`config.mk`:
```
export PLATFORM = sky130hd
export DESIGN_NAME = opensync_rx_ts_corrector
export DESIGN_NICKNAME = d
export VERILOG_FILES = /design/src/rtl/opensync_rx_ts_corrector.sv
export SDC_FILE = /design/constraint.sdc
export NUM_CORES = 1
export LEC_CHECK = 0
export ABC_AREA = 1
export BUFFER_PORTS_ARGS = -buffer_cell sky130_fd_sc_hd__buf_2
export CAP_MARGIN = 0
export CORE_ASPECT_RATIO = 0.75
export CORE_UTILIZATION = 50
export CTS_CLUSTER_DIAMETER = 80
export CTS_CLUSTER_SIZE = 40
export DETAILED_ROUTE_END_ITERATION = 7
export GPL_TIMING_DRIVEN = 1
export PLACE_DENSITY = 0.67
export SYNTH_ARGS = -nofsm -noshare
export SYNTH_HDL_FRONTEND = slang
export SYNTH_SLANG_ARGS = --single-unit
```
`constraint.sdc`:
```
create_clock -name i_clk -period 4.1 [get_ports i_clk]
set_clock_uncertainty 0.1 [all_clocks]
set_input_delay 0.615 -clock i_clk [delete_from_list [all_inputs] [get_ports i_clk]]
set_output_delay 0.615 -clock i_clk [all_outputs]
set_load 0.1 [all_outputs]
```
`src/rtl/opensync_rx_ts_corrector.sv`:
```
// opensync_rx_ts_corrector
// Receive-side OpenSync timestamp corrector for one port's byte stream.
// Every byte goes through a fixed {valid,byte} delay line plus an output
// register, so the output is the input delayed by PIPE_DEPTH+1 cycles.
// The sync and local clocks are sampled at each frame's first byte. When a
// frame's match field equals MATCH_VALUE, its big-endian TX timestamp is
// captured and corr = syn - (loc - ts) + link_delay is computed. While the
// frame is still in the delay line, corr is written over its bytes
// CORR_OFFSET..CORR_OFFSET+TS_BYTES-1.
// The match field is only seen from byte 1 on, so MATCH_OFFSET must be >= 1.
// After reset, input is ignored until i_data_wr has been low once. This drops
// any frame that was cut by the reset.
// Ports:
//   i_clk, i_rst_n            clock, asynchronous active-low reset
//   iv_syn_clk, iv_local_time global time and local time, sampled at byte 0
//   iv_link_delay             link delay added to the correction
//   i_corr_en                 correction enable, sampled at byte 0
//   iv_data, i_data_wr        RX byte stream
//   ov_data, o_data_wr        TX byte stream
//   o_corr_pulse              one-cycle pulse when corr is computed
//   ov_corr_cnt, ov_short_cnt corrected frames and short matched frames (wrap)
module opensync_rx_ts_corrector #(
   parameter int unsigned PIPE_DEPTH   = 16,
   parameter int unsigned TS_BYTES     = 8,
   parameter int unsigned MATCH_OFFSET = 12,
   parameter logic [31:0] MATCH_VALUE  = 32'hFF01_0603,
   parameter int unsigned TS_OFFSET    = 24,
   parameter int unsigned CORR_OFFSET  = 16
) (
   input  logic                    i_clk,
   input  logic                    i_rst_n,
   input  logic [8*TS_BYTES-1:0]   iv_syn_clk,
   input  logic [8*TS_BYTES-1:0]   iv_local_time,
   input  logic [8*TS_BYTES-1:0]   iv_link_delay,
   input  logic                    i_corr_en,
   input  logic [7:0]              iv_data,
   input  logic                    i_data_wr,
   output logic [7:0]              ov_data,
   output logic                    o_data_wr,
   output logic                    o_corr_pulse,
   output logic [15:0]             ov_corr_cnt,
   output logic [15:0]             ov_short_cnt
);

   localparam int unsigned TS_W  = 8 * TS_BYTES;
   localparam int unsigned CNT_W = 16;
   localparam logic [CNT_W-1:0] CNT_MAX = '1;

   typedef enum logic [1:0] {IDLE, MATCH, CAPTURE, PASS} state_t;

   state_t           state;
   logic             armed;
   logic             in_vld_c;
   logic [CNT_W-1:0] in_cnt;
   logic [TS_W-1:0]  rx_syn, rx_loc, ts, corr;
   logic             corr_pending;

   logic [7:0]            pipe_data [PIPE_DEPTH];
   logic [PIPE_DEPTH-1:0] pipe_vld;
   logic                  pipe_end_vld_c;
   logic [7:0]            pipe_end_data_c;
   logic [CNT_W-1:0]      out_cnt;

   logic            match_in_win_c, match_eq_c, match_last_c;
   logic            ts_in_win_c, ts_last_c;
   logic [TS_W-1:0] ts_next_c, corr_next_c;
   logic            rep_hit_c, rep_last_c;
   logic [7:0]      rep_byte_c, out_byte_c;

   assign in_vld_c        = i_data_wr & armed;
   assign pipe_end_vld_c  = pipe_vld[PIPE_DEPTH-1];
   assign pipe_end_data_c = pipe_data[PIPE_DEPTH-1];

   // Input-side decode: position of the current byte in the match field
   always_comb begin
      match_in_win_c = 1'b0;
      match_eq_c     = 1'b0;
      match_last_c   = 1'b0;
      for (int k = 0; k < 4; k++) begin
         if (in_cnt == CNT_W'(MATCH_OFFSET + k)) begin
            match_in_win_c = 1'b1;
            match_eq_c     = (iv_data == MATCH_VALUE[8*(3-k) +: 8]);
            match_last_c   = (k == 3);
         end
      end
   end

   assign ts_in_win_c = (in_cnt >= CNT_W'(TS_OFFSET)) &&
                        (in_cnt <= CNT_W'(TS_OFFSET + TS_BYTES - 1));
   assign ts_last_c   = (in_cnt == CNT_W'(TS_OFFSET + TS_BYTES - 1));
   assign ts_next_c   = TS_W'({ts, iv_data});
   assign corr_next_c = rx_syn - (rx_loc - ts_next_c) + iv_link_delay;

   // Output-side decode: the corr byte for the byte leaving the delay line
   always_comb begin
      rep_hit_c  = 1'b0;
      rep_last_c = 1'b0;
      rep_byte_c = 8'h00;
      for (int k = 0; k < int'(TS_BYTES); k++) begin
         if (out_cnt == CNT_W'(CORR_OFFSET + k)) begin
            rep_hit_c  = 1'b1;
            rep_byte_c = corr[8*(int'(TS_BYTES)-1-k) +: 8];
            rep_last_c = (k == int'(TS_BYTES) - 1);
         end
      end
   end

   assign out_byte_c = (corr_pending && rep_hit_c) ? rep_byte_c : pipe_end_data_c;

   // Delay line, output register and output byte counter
   always_ff @(posedge i_clk or negedge i_rst_n) begin
      if (!i_rst_n) begin
         for (int i = 0; i < int'(PIPE_DEPTH); i++) pipe_data[i] <= 8'h00;
         pipe_vld  <= '0;
         o_data_wr <= 1'b0;
         ov_data   <= 8'h00;
         out_cnt   <= '0;
      end else begin
         pipe_data[0] <= in_vld_c ? iv_data : 8'h00;
         for (int i = 1; i < int'(PIPE_DEPTH); i++) pipe_data[i] <= pipe_data[i-1];
         pipe_vld  <= {pipe_vld[PIPE_DEPTH-2:0], in_vld_c};
         o_data_wr <= pipe_end_vld_c;
         ov_data   <= pipe_end_vld_c ? out_byte_c : 8'h00;
         if (!pipe_end_vld_c)      out_cnt <= '0;
         else if (out_cnt != CNT_MAX) out_cnt <= out_cnt + CNT_W'(1);
      end
   end

   // Input byte counter; arming waits for one idle cycle after reset
   always_ff @(posedge i_clk or negedge i_rst_n) begin
      if (!i_rst_n) begin
         armed  <= 1'b0;
         in_cnt <= '0;
      end else begin
         if (!i_data_wr) armed <= 1'b1;
         if (!in_vld_c)              in_cnt <= '0;
         else if (in_cnt != CNT_MAX) in_cnt <= in_cnt + CNT_W'(1);
      end
   end

   // Input FSM, correction value, pending flag and statistics
   always_ff @(posedge i_clk or negedge i_rst_n) begin
      if (!i_rst_n) begin
         state        <= IDLE;
         rx_syn       <= '0;
         rx_loc       <= '0;
         ts           <= '0;
         corr         <= '0;
         corr_pending <= 1'b0;
         o_corr_pulse <= 1'b0;
         ov_corr_cnt  <= '0;
         ov_short_cnt <= '0;
      end else begin
         o_corr_pulse <= 1'b0;
         // A new corr (set below) takes priority over clearing the old one
         if (!pipe_end_vld_c || (rep_hit_c && rep_last_c)) corr_pending <= 1'b0;
         case (state)
            IDLE: begin
               if (in_vld_c) begin
                  rx_syn <= iv_syn_clk;
                  rx_loc <= iv_local_time;
                  ts     <= '0;
                  state  <= i_corr_en ? MATCH : PASS;
               end
            end
            MATCH: begin
               if (!in_vld_c) begin
                  state <= IDLE;
               end else if (match_in_win_c) begin
                  if (!match_eq_c)       state <= PASS;
                  else if (match_last_c) state <= CAPTURE;
               end
            end
            CAPTURE: begin
               if (!in_vld_c) begin
                  ov_short_cnt <= ov_short_cnt + 16'd1;
                  state        <= IDLE;
               end else if (ts_in_win_c) begin
                  ts <= ts_next_c;
                  if (ts_last_c) begin
                     corr         <= corr_next_c;
                     corr_pending <= 1'b1;
                     o_corr_pulse <= 1'b1;
                     ov_corr_cnt  <= ov_corr_cnt + 16'd1;
                     state        <= PASS;
                  end
               end
            end
            PASS: begin
               if (!in_vld_c) state <= IDLE;
            end
            default: state <= IDLE;
         endcase
      end
   end

endmodule

```
# Word level (Yosys, flattened, before mapping)
# Cells that the tools add are included.
totals:
  ff_bits: 470
  input_bits: 204
  out_inout_bits: 42
  elab_cells: 143
classes:
  addsub: 7
  n_lt_le_gt_ge: 2
  n_eq_ne: 32
  n_mux: 57
  bitwise: 2
  n_reduce_logical: 12
op_table:
  columns: ["operator", "n"]
  rows:
  - ["two-way mux 56 bit", 3]
  - ["equality test 16 x 5 -> 1 bit (second input constant)", 9]
  - ["subtractor 64 bit", 2]
  - ["one-hot mux 56 bit (2 select lines)", 1]
  - ["two-way mux 8 bit", 11]
  - ["adder 16 x 1 -> 16 bit (second input constant)", 4]
  - ["adder 64 bit", 1]
  - ["equality test 16 x 4 -> 1 bit (second input constant)", 4]
  - ["two-way mux 16 bit", 4]
  - ["!= test 16 bit (second input constant)", 2]
  - ["two-way mux 1 bit", 27]
  - ["two-way mux 2 bit", 10]
  - ["greater-or-equal comparator 16 x 5 -> 1 bit (second input constant)", 1]
  - ["less-or-equal comparator 16 x 5 -> 1 bit (second input constant)", 1]
  - ["!= test 3 bit (second input constant)", 3]
  - ["equality test 8 x 1 -> 1 bit (second input constant)", 1]
  - ["equality test 8 x 2 -> 1 bit (second input constant)", 1]
  - ["equality test 8 x 3 -> 1 bit (second input constant)", 1]
  - ["equality test 8 bit (second input constant)", 1]
  - ["!= test 2 bit (second input constant)", 4]
  - ["one-hot mux 2 bit (4 select lines)", 1]
  - ["AND reduction 4 bit", 2]
  - ["AND reduction 6 bit", 1]
  - ["equality test 2 bit (second input constant)", 2]
  - ["11 further kinds", 15]

# Longest topological paths before layout
# Gate-level depths: netlist (run 1).
logic_depth:
  depth_word: 16
  depth_mapped: 21
  depth_no_buf: 21

# Worst setup path after synthesis (run 1)
# No wires, ideal clock.
synth_timing:
  kind: "input-to-reg"
  start: "input iv_link_delay[1]"
  end: "register corr[45]"
  setup_ns: 0.117
  arrival_time_ns: 3.276
  t_required_ns: 3.883
  path_slack_ns: 0.606
  stages: 19
  n_path_buf: 0
  cell_sequence: "fa_1 -> inv_1 -> fa_1 -> inv_1 -> ha_1 -> inv_1 -> fa_1 -> o21ai_1 -> nand2_1 -> nand2_1 -> nand2_1 -> nand2_1 -> nand3_1 -> nand2_1 -> nand3_1 -> nand2_1 -> nand2_1 -> nand3_1 -> nand2_1"
synth_between:
  elab_chain_cells: 1
synth_lines:
  columns: ["element", "line_no", "rtl"]
  rows:
  - ["from (decl)", "34", "input logic [8*TS_BYTES-1:0] iv_link_delay,"]
  - ["adder 64 bit", "92", "assign corr_next_c = rx_syn - (rx_loc - ts_next_c) + iv_link_delay;"]
  - ["to (signal assigned)", "181", "corr <= corr_next_c;"]
  - ["to (decl)", "55", "logic [TS_W-1:0] rx_syn, rx_loc, ts, corr;"]
# No other way between the ends.
# A chain may end at the register's enable or synchronous reset.

# Worst setup path in the final report (run 1)
layout_timing:
  start: "register rx_syn[37]"
  end: "register corr[49]"
layout_between:
  elab_chain_cells: 2
layout_lines:
  columns: ["element", "line_no", "rtl"]
  rows:
  - ["from (decl)", "55", null]
  - ["from (signal assigned)", "160", "rx_syn <= iv_syn_clk;"]
  - ["subtractor 64 bit", "92", null]
  - ["adder 64 bit", "92", null]
# No other way between the ends.

==> results.md, run 1 <==
- The flow ran to the end, and the final reports show no timing, DRC or antenna violations.
- The hold-critical path depth is 2.
- Counting I/O delays and the setup requirement, the final critical path takes 3.85 ns.
- The final layout contains 3,697 nets.
- The buffer type at the clock tree root is sky130_fd_sc_hd__clkbuf_16.
- The routed layout has 20,700 vias.
- Wires add up to 71.5 mm.
- After routing, the total negative slack on setup checks comes to 0 ns.
- Across every metal layer, demand over resource in global routing totals 27.3%.
- The synthesized netlist occupies a cell area of 26,100 sq um.
- The area added between synthesis and finish is 13.2%.
- The fraction of final layout cells sized beyond drive strength 1 is 15.3%.
- The logic depth of the worst register-to-register path is 16.
- For this run, the top clock speed supported by timing is 260 MHz.
- Once layout is complete, the utilization of the core stands at 57.4%.
- The per-cell via count in the routed design is 5.16.
- In this run the remaining antenna-violating nets after routing total 0.
- In the routed design, unresolved DRC markers number 0.
- The number of H-tree levels is 1.
- The area enclosed by the die boundary is 53,200 sq um.
- In the synthesized netlist the async set-or-reset flop fraction comes to 100%.
- Sequential cells were found to cover 45.0% of the synthesized design area.
- The cell row count is 72.
- The initial antenna violation count is 0.
- The gate count of the mapped netlist is 2,995.
- The die is 266 um wide.
- The mean instance size in the synthesized netlist is 8.72 sq um.
- The standard cell core area is 51,500 sq um.
- The summed area of non-filler cells in the final layout is 29,600 sq um.
- Counting every sink on the clock net gives 470.
- In this run the worst path has a maximum fanout of 5.
- The placer congestion estimate is 0.981.
- In this run, synthesis inferred 0 flip-flops with an integrated enable.
- The element type at the critical path end is a register.
- Counting along the longest clock path gives a buffer depth of 3.
- The worst setup path is of the reg -> reg kind.
- The number of max-slew violations in the final report came to 0.
- The required time at the worst-slack endpoint is 4.44 ns.
- The clock slew at the register clock pins of the worst setup and hold paths is 0.13 ns.
- The number of synthesis warnings is 0.
- The number of buffers inserted by port buffering is 245.
- Pin placement for this block handled 246 I/O pins.
- The standard cell area after detailed placement is 28,700 sq um.
- At the worst endpoint, the arrival time is 4.19 ns.
- The via count of the first global-routing pass is 20,200.
- The clock insertion delay at the later pin of the skew report is 0.60 ns.
- The pin count of the biggest net entering global routing is 198.
- The number of nets produced by synthesis is 3,398.
- The path category of the worst min-delay check is in -> reg.
- The worst relative slew slack is 30.8%.
- The CTS buffer count is 21.
- The hold violation count in the final report is 0.
- Setup repair after global routing left no endpoint under its margin.
- The total overflow left after global routing is 0.
- The number of max-cap violations is 0.
- The worst-margin pin slew is 1.04 ns.
- The detailed router finished its first iteration with 1,637 violations.
- The synthesized netlist contains 52 unique library cells.
- In this run the vertical extent of the chip is 200 um.
- Setup violations remaining at the end of the flow were counted as 0.
- The first global-routing pass estimated 113 mm of wire.
- Summed over all nets, the half-perimeter wirelength after detailed placement is 56.8 mm.
- The average detailed-routed wire length per instance is 17.8 um.
- The number of antenna diodes in the final layout is 0.
- The launching element type of the critical path is a register.
- TritonCTS built the clock tree.
- Dividing the final minimum period by the clock period gives 94.0%.
- The number of search-and-repair iterations in the first detailed-routing pass is 6.
- The starting density of the core is 50.7%.
- For this run, the leading register cell type out of synthesis is sky130_fd_sc_hd__dfrtp_1.
- The register bit total from synthesis is 470.
cell usage after synthesis (4+ instances only):
cell | instances | area [sq um]
sky130_fd_sc_hd__nand3_2 | 8 | 80.1
sky130_fd_sc_hd__clkbuf_1 | 18 | 67.6
sky130_fd_sc_hd__fa_1 | 126 | 2520
sky130_fd_sc_hd__a31oi_1 | 5 | 31.3
sky130_fd_sc_hd__o21ai_1 | 73 | 365
sky130_fd_sc_hd__and3_1 | 4 | 25.0
sky130_fd_sc_hd__nor2_4 | 7 | 78.8
sky130_fd_sc_hd__a211oi_1 | 4 | 30.0
sky130_fd_sc_hd__buf_2 | 34 | 170
sky130_fd_sc_hd__nand4_1 | 26 | 163
sky130_fd_sc_hd__o21a_1 | 5 | 37.5
sky130_fd_sc_hd__o21ai_0 | 99 | 495
sky130_fd_sc_hd__inv_1 | 572 | 2150
sky130_fd_sc_hd__dfrtp_1 | 470 | 11800
sky130_fd_sc_hd__or2_2 | 9 | 56.3
sky130_fd_sc_hd__nor2_1 | 295 | 1110
sky130_fd_sc_hd__nand2_2 | 6 | 37.5
sky130_fd_sc_hd__nor2_2 | 9 | 56.3
sky130_fd_sc_hd__nand2_1 | 522 | 1960
sky130_fd_sc_hd__nand3b_1 | 11 | 82.6
sky130_fd_sc_hd__xor2_1 | 22 | 193
sky130_fd_sc_hd__buf_4 | 8 | 60.1
sky130_fd_sc_hd__nor3_1 | 28 | 140
sky130_fd_sc_hd__o21bai_1 | 7 | 52.6
sky130_fd_sc_hd__inv_2 | 17 | 63.8
sky130_fd_sc_hd__nand3_1 | 185 | 926
sky130_fd_sc_hd__xnor2_1 | 34 | 298
sky130_fd_sc_hd__a21oi_1 | 203 | 1020
sky130_fd_sc_hd__nor4_1 | 14 | 87.6
sky130_fd_sc_hd__mux2_2 | 59 | 664
sky130_fd_sc_hd__ha_1 | 73 | 913
sky130_fd_sc_hd__a21boi_0 | 5 | 37.5
sky130_fd_sc_hd__a21o_1 | 10 | 75.1
logic make-up (layout without fill, tap and decap cells):
| logic type | count (synthesis) | in the layout | synth area share [%] |
|---|---|---|---|
| adders and majority gates | 199 | 199 | 13.2 |
| xor gates and xnor gates | 56 | 56 | 1.88 |
| buffers and inverters | 654 | 966 | 9.78 |
| and+or+nand+nor | 1137 | 1137 | 19.0 |
| AOI/OAI and AO/OA | 420 | 420 | 8.58 |
| DFF | 470 | 470 | 45.0 |
| muxes | 59 | 59 | 2.54 |
per-layer routing:
layer | up-vias | part of all wire [%] | global-route usage [%]
met5 | - | 0 | 0
met3 | 54 | 8.1 | 5.53
li1 | 9918 | - | -
met4 | 0 | 1.5 | 4.36
met2 | 606 | 41 | 38.2
met1 | 10100 | 50 | 43.9
repair_timing:
item                       4_1_cts  5_1_grt
hold endpoints to repair        76        0
resized for setup                0        1
hold buffers                     1        0
setup endpoints to repair        0        1
buffers inserted                 0        0
cell type report:
cell class	instances	area [sq um]
Tap cell	703	880
Sequential cell	470	11800
Fill cell	4764	22000
Inverter	591	2220
Multi-Input combinational cell	1871	11800
Timing Repair Buffer	339	2040
Clock buffer	21	526
Clock inverter	15	307
final timing paths:
kind	end	from	slack, ns
setup / recovery	corr[49]	rx_syn[37]	0.25
hold / removal	armed	i_data_wr	0.08
setup reg to reg	corr[49]	rx_syn[37]	0.25
hold reg to reg	pipe_data[111]	pipe_data[119]	0.24
max in group asynchronous	pipe_data[93]	i_rst_n	2.26
min in group asynchronous	rx_loc[58]	i_rst_n	0.52
cell usage in the layout (no fill, tap or decap), types with 4 or more instances in the layout:
master	netlist	final
sky130_fd_sc_hd__buf_4	8	85
sky130_fd_sc_hd__a21o_1	10	10
sky130_fd_sc_hd__nor2_4	7	7
sky130_fd_sc_hd__a31oi_1	5	5
sky130_fd_sc_hd__nor4_1	14	14
sky130_fd_sc_hd__o21ai_0	99	99
sky130_fd_sc_hd__a21oi_1	203	203
sky130_fd_sc_hd__buf_12	0	8
sky130_fd_sc_hd__nand2_1	522	521
sky130_fd_sc_hd__nand3_2	8	10
sky130_fd_sc_hd__clkbuf_16	0	21
sky130_fd_sc_hd__buf_2	34	244
sky130_fd_sc_hd__ha_1	73	73
sky130_fd_sc_hd__a21boi_0	5	5
sky130_fd_sc_hd__nand3_1	185	183
sky130_fd_sc_hd__fa_1	126	126
sky130_fd_sc_hd__nand3b_1	11	11
sky130_fd_sc_hd__xor2_1	22	22
sky130_fd_sc_hd__inv_1	572	572
sky130_fd_sc_hd__xnor2_1	34	34
sky130_fd_sc_hd__mux2_2	59	59
sky130_fd_sc_hd__nor3_1	28	28
sky130_fd_sc_hd__o21a_1	5	5
sky130_fd_sc_hd__clkinv_16	0	4
sky130_fd_sc_hd__or2_2	9	9
sky130_fd_sc_hd__a211oi_1	4	4
sky130_fd_sc_hd__inv_2	17	17
sky130_fd_sc_hd__nand4_1	26	26
sky130_fd_sc_hd__nor2_1	295	295
sky130_fd_sc_hd__nor2_2	9	9
sky130_fd_sc_hd__dfrtp_1	470	470
sky130_fd_sc_hd__and3_1	4	4
sky130_fd_sc_hd__nand2_2	6	6
sky130_fd_sc_hd__o21ai_1	73	73
sky130_fd_sc_hd__o21bai_1	7	7
state kept, by name (all words and copies together) (netlist names):
register / cells
armed: 1
pipe_data: 120
rx_loc: 64
ov_short_cnt: 16
out_cnt: 16
corr: 64
pipe_end_data_c: 8
ts: 56
rx_syn: 64
corr_pending: 1
state: 2
pipe_vld: 16
in_cnt: 16
o_data_wr: 1
o_corr_pulse: 1
ov_data: 8
ov_corr_cnt: 16
stage by stage:
stage / cells / worst slack [ns] / hold WS (ns)
after floorplan: 2995 / 0.606 / 0.219
after global placement: 3973 / -0.0850 / 0.231
after detailed placement: 3973 / -0.0222 / 0.235
after CTS: 4010 / 0.287 / 0.0575
after global routing: 4010 / 0.00859 / 0.0774
final: 4010 / 0.248 / 0.0830
worst max-delay path: stages, from the launching register on:
cell and delay, ns:
sky130_fd_sc_hd__dfrtp_1 0.42, sky130_fd_sc_hd__fa_1 0.52, sky130_fd_sc_hd__inv_1 0.05, sky130_fd_sc_hd__fa_1 0.50
sky130_fd_sc_hd__inv_1 0.04, sky130_fd_sc_hd__ha_1 0.42, sky130_fd_sc_hd__nand2_1 0.19, sky130_fd_sc_hd__nor2_1 0.17
sky130_fd_sc_hd__inv_1 0.08, sky130_fd_sc_hd__nor2_1 0.10, sky130_fd_sc_hd__inv_1 0.10, sky130_fd_sc_hd__nor3_1 0.28
sky130_fd_sc_hd__nand4_1 0.26, sky130_fd_sc_hd__nand3_1 0.13, sky130_fd_sc_hd__nand2_1 0.05, sky130_fd_sc_hd__nand3_1 0.22
sky130_fd_sc_hd__nand2_1 0.09
Power of run 1 is not shown: default switching activity piles up to over one toggle a cycle in this logic, so the estimate is an artifact.
==> run 2, diff against run 1 <==
--- a/config.mk
+++ b/config.mk
@@ -8,13 +8,15 @@
 export ABC_AREA = 1
 export BUFFER_PORTS_ARGS = -buffer_cell sky130_fd_sc_hd__buf_2
 export CAP_MARGIN = 0
+export CELL_PAD_IN_SITES_DETAIL_PLACEMENT = 0
+export CELL_PAD_IN_SITES_GLOBAL_PLACEMENT = 1
 export CORE_ASPECT_RATIO = 0.75
-export CORE_UTILIZATION = 50
+export CORE_UTILIZATION = 46
 export CTS_CLUSTER_DIAMETER = 80
 export CTS_CLUSTER_SIZE = 40
 export DETAILED_ROUTE_END_ITERATION = 7
 export GPL_TIMING_DRIVEN = 1
-export PLACE_DENSITY = 0.67
+export PLACE_DENSITY = 0.79
 export SYNTH_ARGS = -nofsm -noshare
 export SYNTH_HDL_FRONTEND = slang
 export SYNTH_SLANG_ARGS = --single-unit
==> run 2 against run 1 <==
Core utilization down 3.8 points. Fmax up 0.61%. Final cell count up 1.4%. Sequential cell count unchanged. Critical path depth unchanged. Routed wire length up 2.4%. Non-clock buffer count up 15. Sequential share of layout area down 0.56 points. Via count down 0.57%. Global-route usage down 1.5 points. Worst setup slack better by 0.023 ns. Count of clock-buffer cells in the layout up 7.
==> results.md, run 2 (same netlist as run 1, synthesis figures left out) <==
- Outcome: finished, final reports clean (unchanged).
- The critical path class is reg -> reg (unchanged).
- The data arrival time of the critical path is 4.21 ns (was 4.19 ns).
- The number of vias in the routed layout came to 20,600 (was 20,700).
- The fraction of final layout cells sized beyond drive strength 1 came to 16.0% (was 15.3%).
- The maximum buffer depth of the clock tree is 3 (unchanged).
- The chip height is 208 um (was 200 um).
- The top fanout value on the critical path is 4 (was 5).
- The number of diodes added for antenna fixing is 0 (unchanged).
- The number of max-cap violations was 0 (unchanged).
- The final worst hold slack was 0.0890 ns (was 0.0830 ns).
- The number of H-tree levels came to 1 (unchanged).
- The number of nets in the final layout came to 3,718 (was 3,697).
- The worst relative slew slack is 34.0% (was 30.8%).
- The per-cell via count in the routed design is 5.06 (was 5.16).
- The element type at the critical path end is a register (unchanged).
- The number of buffers and inverters on the critical path is 4 (unchanged).
- The area added between synthesis and finish was 14.8% (was 13.2%).
- The clock tree from TritonCTS is yes (unchanged).
- The combined area of the multi-input logic cells came to 11,800 sq um (unchanged).
- The path category of the worst min-delay check is in -> reg (unchanged).
- The first element of the critical path is rx_syn[35] (was rx_syn[37]).
- The required time at the worst-slack endpoint is 4.48 ns (was 4.44 ns).
- The final antenna-violating net count is 0 (unchanged).
- The maximum operating frequency was 261 MHz (was 260 MHz).
- The core occupancy in the finished layout is 53.5% (was 57.4%).
- The die width was 277 um (was 266 um).
- The clock sink count is 470 (unchanged).
- The average detailed-routed wire length per instance is 18.0 um (was 17.8 um).
- The final routed DRC violation total is 0 (unchanged).
- The clock insertion delay at the later pin of the skew report is 0.62 ns (was 0.60 ns).
- The global-route wire length before repair is 116 mm (was 113 mm).
- The gate family responsible for the most delay along the worst path is simple AND/OR/NAND/NOR gates (unchanged).
- The most flop-heavy register is pipe_data (unchanged).
- The starting density of the core is 46.6% (was 50.7%).
- The violation count after the first detailed-routing iteration is 1,997 (was 1,637).
- The cell repeated most along the worst path is sky130_fd_sc_hd__inv_1 (unchanged).
- Critical Path, Cell by Cell: fa_1 > inv_1 > fa_1 > inv_1 > ha_1 > nand2_1 > nor2_1 > inv_1 > nor2_1 > inv_1 > nor3_1 > nand3_1 > nand3_1 > nand2_1 > nand3_1 > nand2_1 (was fa_1 > inv_1 > fa_1 > inv_1 > ha_1 > nand2_1 > nor2_1 > inv_1 > nor2_1 > inv_1 > nor3_1 > nand4_1 > nand3_1 > nand2_1 > nand3_1 > nand2_1).
- The final worst-path cycle share is 93.4% (was 94.0%).
- The buffer type at the clock tree root is sky130_fd_sc_hd__clkbuf_16 (unchanged).
- The area enclosed by the die boundary is 57,800 sq um (was 53,200 sq um).
- The shortest clock period the worst path allows after layout is 3.83 ns (was 3.85 ns).
- The total of endpoints with negative setup slack in the final report is 0 (unchanged).
- The via count of the first global-routing pass was 20,400 (was 20,200).
- The most common cell after layout, fill and taps aside was sky130_fd_sc_hd__inv_1 (unchanged).
- The number of placed I/O pins came to 246 (unchanged).
- The number of buffers inserted by port buffering came to 245 (unchanged).
- Top library cells by usage in the layout, fill and taps aside: sky130_fd_sc_hd__inv_1 (572), sky130_fd_sc_hd__nand2_1 (521), sky130_fd_sc_hd__dfrtp_1 (470) (unchanged).
- The largest stage delay on the critical path is 0.51 ns (was 0.52 ns).
- The total negative slack for setup checks is 0 ns (unchanged).
- The cell row count is 75 (was 72).
- The number of search-and-repair iterations in the first detailed-routing pass was 5 (was 6).
- The post-detailed-placement half-perimeter wirelength was 58.4 mm (was 56.8 mm).
- The flip-flop count of the largest register after layout is 120 (unchanged).
- The standard cell core area is 56,000 sq um (was 51,500 sq um).
- The number of max-slew violations in the final report was 0 (unchanged).
- The hold violation count in the final report was 0 (unchanged).
- The library cell contributing the largest single delay on the critical path was sky130_fd_sc_hd__fa_1 (unchanged).
- The worst-margin pin slew is 0.990 ns (was 1.04 ns).
- The launching element type of the critical path is a register (unchanged).
- The clock slew at the register clock pins of the worst setup and hold paths is 0.10 ns (was 0.13 ns).
- The placer congestion estimate came to 0.979 (was 0.981).
- The summed area of non-filler cells in the final layout is 30,000 sq um (was 29,600 sq um).
- The CTS buffer count came to 27 (was 21).
- The overall overflow remaining after global route was 0 (unchanged).
- Setup repair after global routing missed its margin: false (unchanged).
- The standard cell area after detailed placement came to 28,900 sq um (was 28,700 sq um).
- The pin count of the biggest net entering global routing is 118 (was 198).
- The beginning of the worst register-to-register path is rx_syn[35] (was rx_syn[37]).
- The wire length after detailed routing is 73.2 mm (was 71.5 mm).
- The initial antenna violation count came to 0 (unchanged).
- The total of fill cells in the finished design came to 5,259 (was 4,764).
- The critical hold path startpoint was i_data_wr (unchanged).
- The global router's overall resource usage was 25.8% (was 27.3%).
- The area of all sequential standard cells came to 11,800 sq um (unchanged).
[run 2: cell count changes in the layout (fill, tap and decap cells not counted)]
cell and change:
sky130_fd_sc_hd__clkinv_2 -1, sky130_fd_sc_hd__clkinv_16 +3, sky130_fd_sc_hd__inv_8 +2, sky130_fd_sc_hd__clkbuf_8 +1
sky130_fd_sc_hd__buf_4 +16, sky130_fd_sc_hd__clkbuf_16 +6, sky130_fd_sc_hd__buf_12 -1, sky130_fd_sc_hd__clkinv_8 +1
[run 2: what timing repair did]
item	4_1_cts	5_1_grt
gates resized for setup	0	1
hold buffers	1	0
setup endpoints to repair	0	1
hold endpoints to repair	53	0
buffers inserted	0	0
[run 2: area by class of cell]
| cell class | count | area share (%) |
|---|---|---|
| clock buffers | 28 | 2.30 |
| clock inverters | 20 | 1.44 |
| inverters | 591 | 7.41 |
| multi-input cells | 1871 | 39.4 |
| flip-flops and latches | 470 | 39.2 |
| well taps | 731 | 3.05 |
| repair buffers | 354 | 7.15 |
[run 2: worst reg2reg max path: stages (launching register included)]
cell and delay, ns:
sky130_fd_sc_hd__dfrtp_1 0.41, sky130_fd_sc_hd__fa_1 0.51, sky130_fd_sc_hd__inv_1 0.06, sky130_fd_sc_hd__fa_1 0.51
sky130_fd_sc_hd__inv_1 0.05, sky130_fd_sc_hd__ha_1 0.39, sky130_fd_sc_hd__nand2_1 0.12, sky130_fd_sc_hd__nor2_1 0.16
sky130_fd_sc_hd__inv_1 0.09, sky130_fd_sc_hd__nor2_1 0.11, sky130_fd_sc_hd__inv_1 0.11, sky130_fd_sc_hd__nor3_1 0.38
sky130_fd_sc_hd__nand3_1 0.25, sky130_fd_sc_hd__nand3_1 0.14, sky130_fd_sc_hd__nand2_1 0.06, sky130_fd_sc_hd__nand3_1 0.19
sky130_fd_sc_hd__nand2_1 0.08
[run 2: per-layer routing]
metal | global-route usage [%] | vias up | wire (um)
li1 | - | 9967 | -
met1 | 42.9 | 9973 | 38300
met2 | 35.5 | 586 | 29200
met3 | 3.76 | 59 | 4700
met4 | 3.87 | 0 | 980
met5 | 0 | - | 0
[run 2: metrics by stage]
step / setup slack (ns) / std cells
floorplan: 0.606 / 2995
global placement: -0.0507 / 4016
detailed placement: -0.00763 / 4016
CTS: 0.327 / 4065
global route: 0.0279 / 4065
finish: 0.271 / 4065
[run 2: worst paths after layout]
kind                       slack, ns              to  depth (start not counted)
min                             0.09           armed                          2
min reg2reg                     0.23  pipe_data[119]                          0
max in group asynchronous       2.44        corr[53]                          3
min in group asynchronous       0.42      rx_syn[40]                          2
max                             0.27        corr[48]                         16
max reg2reg                     0.27        corr[48]                         16
Power of run 2 is left out for the same reason.
==> run 3, diff against run 2 <==
--- a/config.mk
+++ b/config.mk
@@ -17,6 +17,7 @@
 export DETAILED_ROUTE_END_ITERATION = 7
 export GPL_TIMING_DRIVEN = 1
 export PLACE_DENSITY = 0.79
+export RECOVER_POWER = 25
 export SYNTH_ARGS = -nofsm -noshare
 export SYNTH_HDL_FRONTEND = slang
 export SYNTH_SLANG_ARGS = --single-unit
==> run 3 against run 2 <==
The flow now finishes with violations (capacitance limit, slew limit). Routed wire length about the same. Fmax is 0.19% higher. Worst setup slack gained 0.0071 ns. Global-route usage stayed put. Core utilization down 0.051 points. First-iteration DRC count increased by 4.4%. Worst hold slack is essentially flat. Sequential cell count unchanged. Largest cell class unchanged.
==> results.md, run 3 (same netlist as run 1, synthesis figures left out) <==
- The number of nets in the final layout came to 3,718 (unchanged).
- The CTS buffer count is 27 (unchanged).
- The final reports fail on capacitance limit, slew limit.
- The clock slew at the register clock pins of the worst setup and hold paths is 0.10 ns (about the same).
- Setup repair after global routing missed its margin: false (unchanged).
- The final worst-path cycle share is 93.2% (was 93.4%).
- The worst setup timing slack at the placement stage was -0.00763 ns (unchanged).
- The per-cell via count in the routed design is 5.07 (was 5.06).
- The summed area of non-filler cells in the final layout is 30,000 sq um (about the same).
- The most flop-heavy register is pipe_data (unchanged).
- The launching element type of the critical path was a register (unchanged).
- The number of buffers and inverters on the critical path is 4 (unchanged).
- The clock insertion delay at the later pin of the skew report came to 0.61 ns (was 0.62 ns).
- The standard cell area after detailed placement was 28,900 sq um (unchanged).
- The average detailed-routed wire length per instance came to 18.0 um (about the same).
- The shortest clock period the worst path allows after layout is 3.82 ns (was 3.83 ns).
- The final antenna-violating net count is 0 (unchanged).
- The maximum buffer depth of the clock tree is 3 (unchanged).
- The number of H-tree levels came to 1 (unchanged).
- The flip-flop count of the largest register after layout is 120 (unchanged).
- The wire length after detailed routing was 73.2 mm (about the same).
- The library cell contributing the largest single delay on the critical path was sky130_fd_sc_hd__fa_1 (unchanged).
- The via count of the first global-routing pass is 20,400 (unchanged).
- The cell row count is 75 (unchanged).
- The data arrival time of the critical path is 4.20 ns (was 4.21 ns).
- The number of buffers inserted by port buffering came to 245 (unchanged).
- The most common cell after layout, fill and taps aside is sky130_fd_sc_hd__inv_1 (unchanged).
- The number of diodes added for antenna fixing was 0 (unchanged).
- The global-route wire length before repair is 116 mm (unchanged).
- The global router's overall resource usage is 25.8% (unchanged).
- The number of vias in the routed layout was 20,600 (about the same).
- The chip height is 208 um (unchanged).
- The maximum operating frequency came to 262 MHz (was 261 MHz).
- The area added between synthesis and finish is 14.7% (was 14.8%).
- The largest stage delay on the critical path is 0.51 ns (about the same).
- The buffer type at the clock tree root is sky130_fd_sc_hd__clkbuf_16 (unchanged).
- Outcome: finished, violations left (was finished, final reports clean).
- The number of placed I/O pins is 246 (unchanged).
- The cell repeated most along the worst path is sky130_fd_sc_hd__inv_1 (unchanged).
- The clock sink count is 470 (unchanged).
- The placer congestion estimate is 0.979 (unchanged).
- The number of max-cap violations is 1 (was 0).
- The pin count of the biggest net entering global routing is 118 (unchanged).
- The starting density of the core is 46.6% (unchanged).
- The initial antenna violation count is 0 (unchanged).
- The top fanout value on the critical path came to 4 (unchanged).
- The worst-margin pin slew is 1.91 ns (was 0.990 ns).
- The hold violation count in the final report was 0 (unchanged).
- The final routed DRC violation total is 0 (unchanged).
- The total of endpoints with negative setup slack in the final report is 0 (unchanged).
- The area enclosed by the die boundary came to 57,800 sq um (unchanged).
- The gate family responsible for the most delay along the worst path is simple AND/OR/NAND/NOR gates (unchanged).
- The worst relative slew slack is -27.3% (was 34.0%).
- The overall overflow remaining after global route is 0 (unchanged).
- The number of max-slew violations in the final report is 55 (was 0).
- The element type at the critical path end is a register (unchanged).
- The required time at the worst-slack endpoint is 4.48 ns (about the same).
- The critical path class is reg -> reg (unchanged).
- The final critical-path setup slack is 0.278 ns (was 0.271 ns).
- The die width is 277 um (unchanged).
- The final worst hold slack is 0.0889 ns (was 0.0890 ns).
- The total negative slack for setup checks is 0 ns (unchanged).
- The number of search-and-repair iterations in the first detailed-routing pass is 6 (was 5).
- The clock tree from TritonCTS is yes (unchanged).
- The violation count after the first detailed-routing iteration was 2,084 (was 1,997).
- The standard cell core area is 56,000 sq um (unchanged).
- The path category of the worst min-delay check is in -> reg (unchanged).
- The number of post-CTS setup repair buffers is 0 (unchanged).
- Top library cells by usage in the layout, fill and taps aside: sky130_fd_sc_hd__inv_1 (572), sky130_fd_sc_hd__nand2_1 (521), sky130_fd_sc_hd__dfrtp_1 (470) (unchanged).
- The post-detailed-placement half-perimeter wirelength is 58.4 mm (unchanged).
- The fraction of final layout cells sized beyond drive strength 1 came to 16.0% (about the same).
- Critical Path, Cell by Cell: fa_1 > inv_1 > fa_1 > inv_1 > ha_1 > nand2_1 > nor2_1 > inv_1 > nor2_1 > inv_1 > nor3_1 > nand3_1 > nand3_1 > nand2_1 > nand3_1 > nand2_1 (unchanged).
-- run 3: layout make-up --
| type | count | area (sq um) |
|---|---|---|
| sequential | 470 | 11800 |
| inverter | 591 | 2220 |
| tap | 731 | 915 |
| clock inverter | 20 | 430 |
| clock buffer | 28 | 689 |
| fill | 5264 | 26100 |
| timing repair buffer | 354 | 2120 |
| multi-input combinational | 1871 | 11800 |
-- run 3: timing repair --
action | in CTS | in global routing
gates resized for setup | 0 | 1
hold endpoints to repair | 53 | 0
hold buffers | 1 | 0
setup endpoints to repair | 0 | 1
-- run 3: path summary, 6_finish.rpt --
kind	from	end	slack, ns	depth (start not counted)
hold reg to reg	pipe_data[127]	pipe_data[119]	0.24	0
min in group asynchronous	i_rst_n	rx_syn[40]	0.92	2
hold / removal	i_data_wr	armed	0.09	2
setup / recovery	rx_syn[35]	corr[48]	0.28	16
max in group asynchronous	i_rst_n	pipe_data[125]	0.89	3
setup reg to reg	rx_syn[35]	corr[48]	0.28	16
-- run 3: through the flow --
stage	instances	util, %
floorplan	2995	-
CTS	4065	53.5
global placement	4016	51.5
detailed placement	4016	51.5
global route	4065	53.5
finish	4065	53.5
-- run 3: metal layers --
layer	up-vias	global-route usage [%]	wire length (um)
met5	-	0	0
met4	0	3.87	1000
met3	62	3.76	4880
met2	590	35.5	29100
met1	9968	42.9	38200
li1	9972	-	-
Power of run 3 is left out for the same reason.
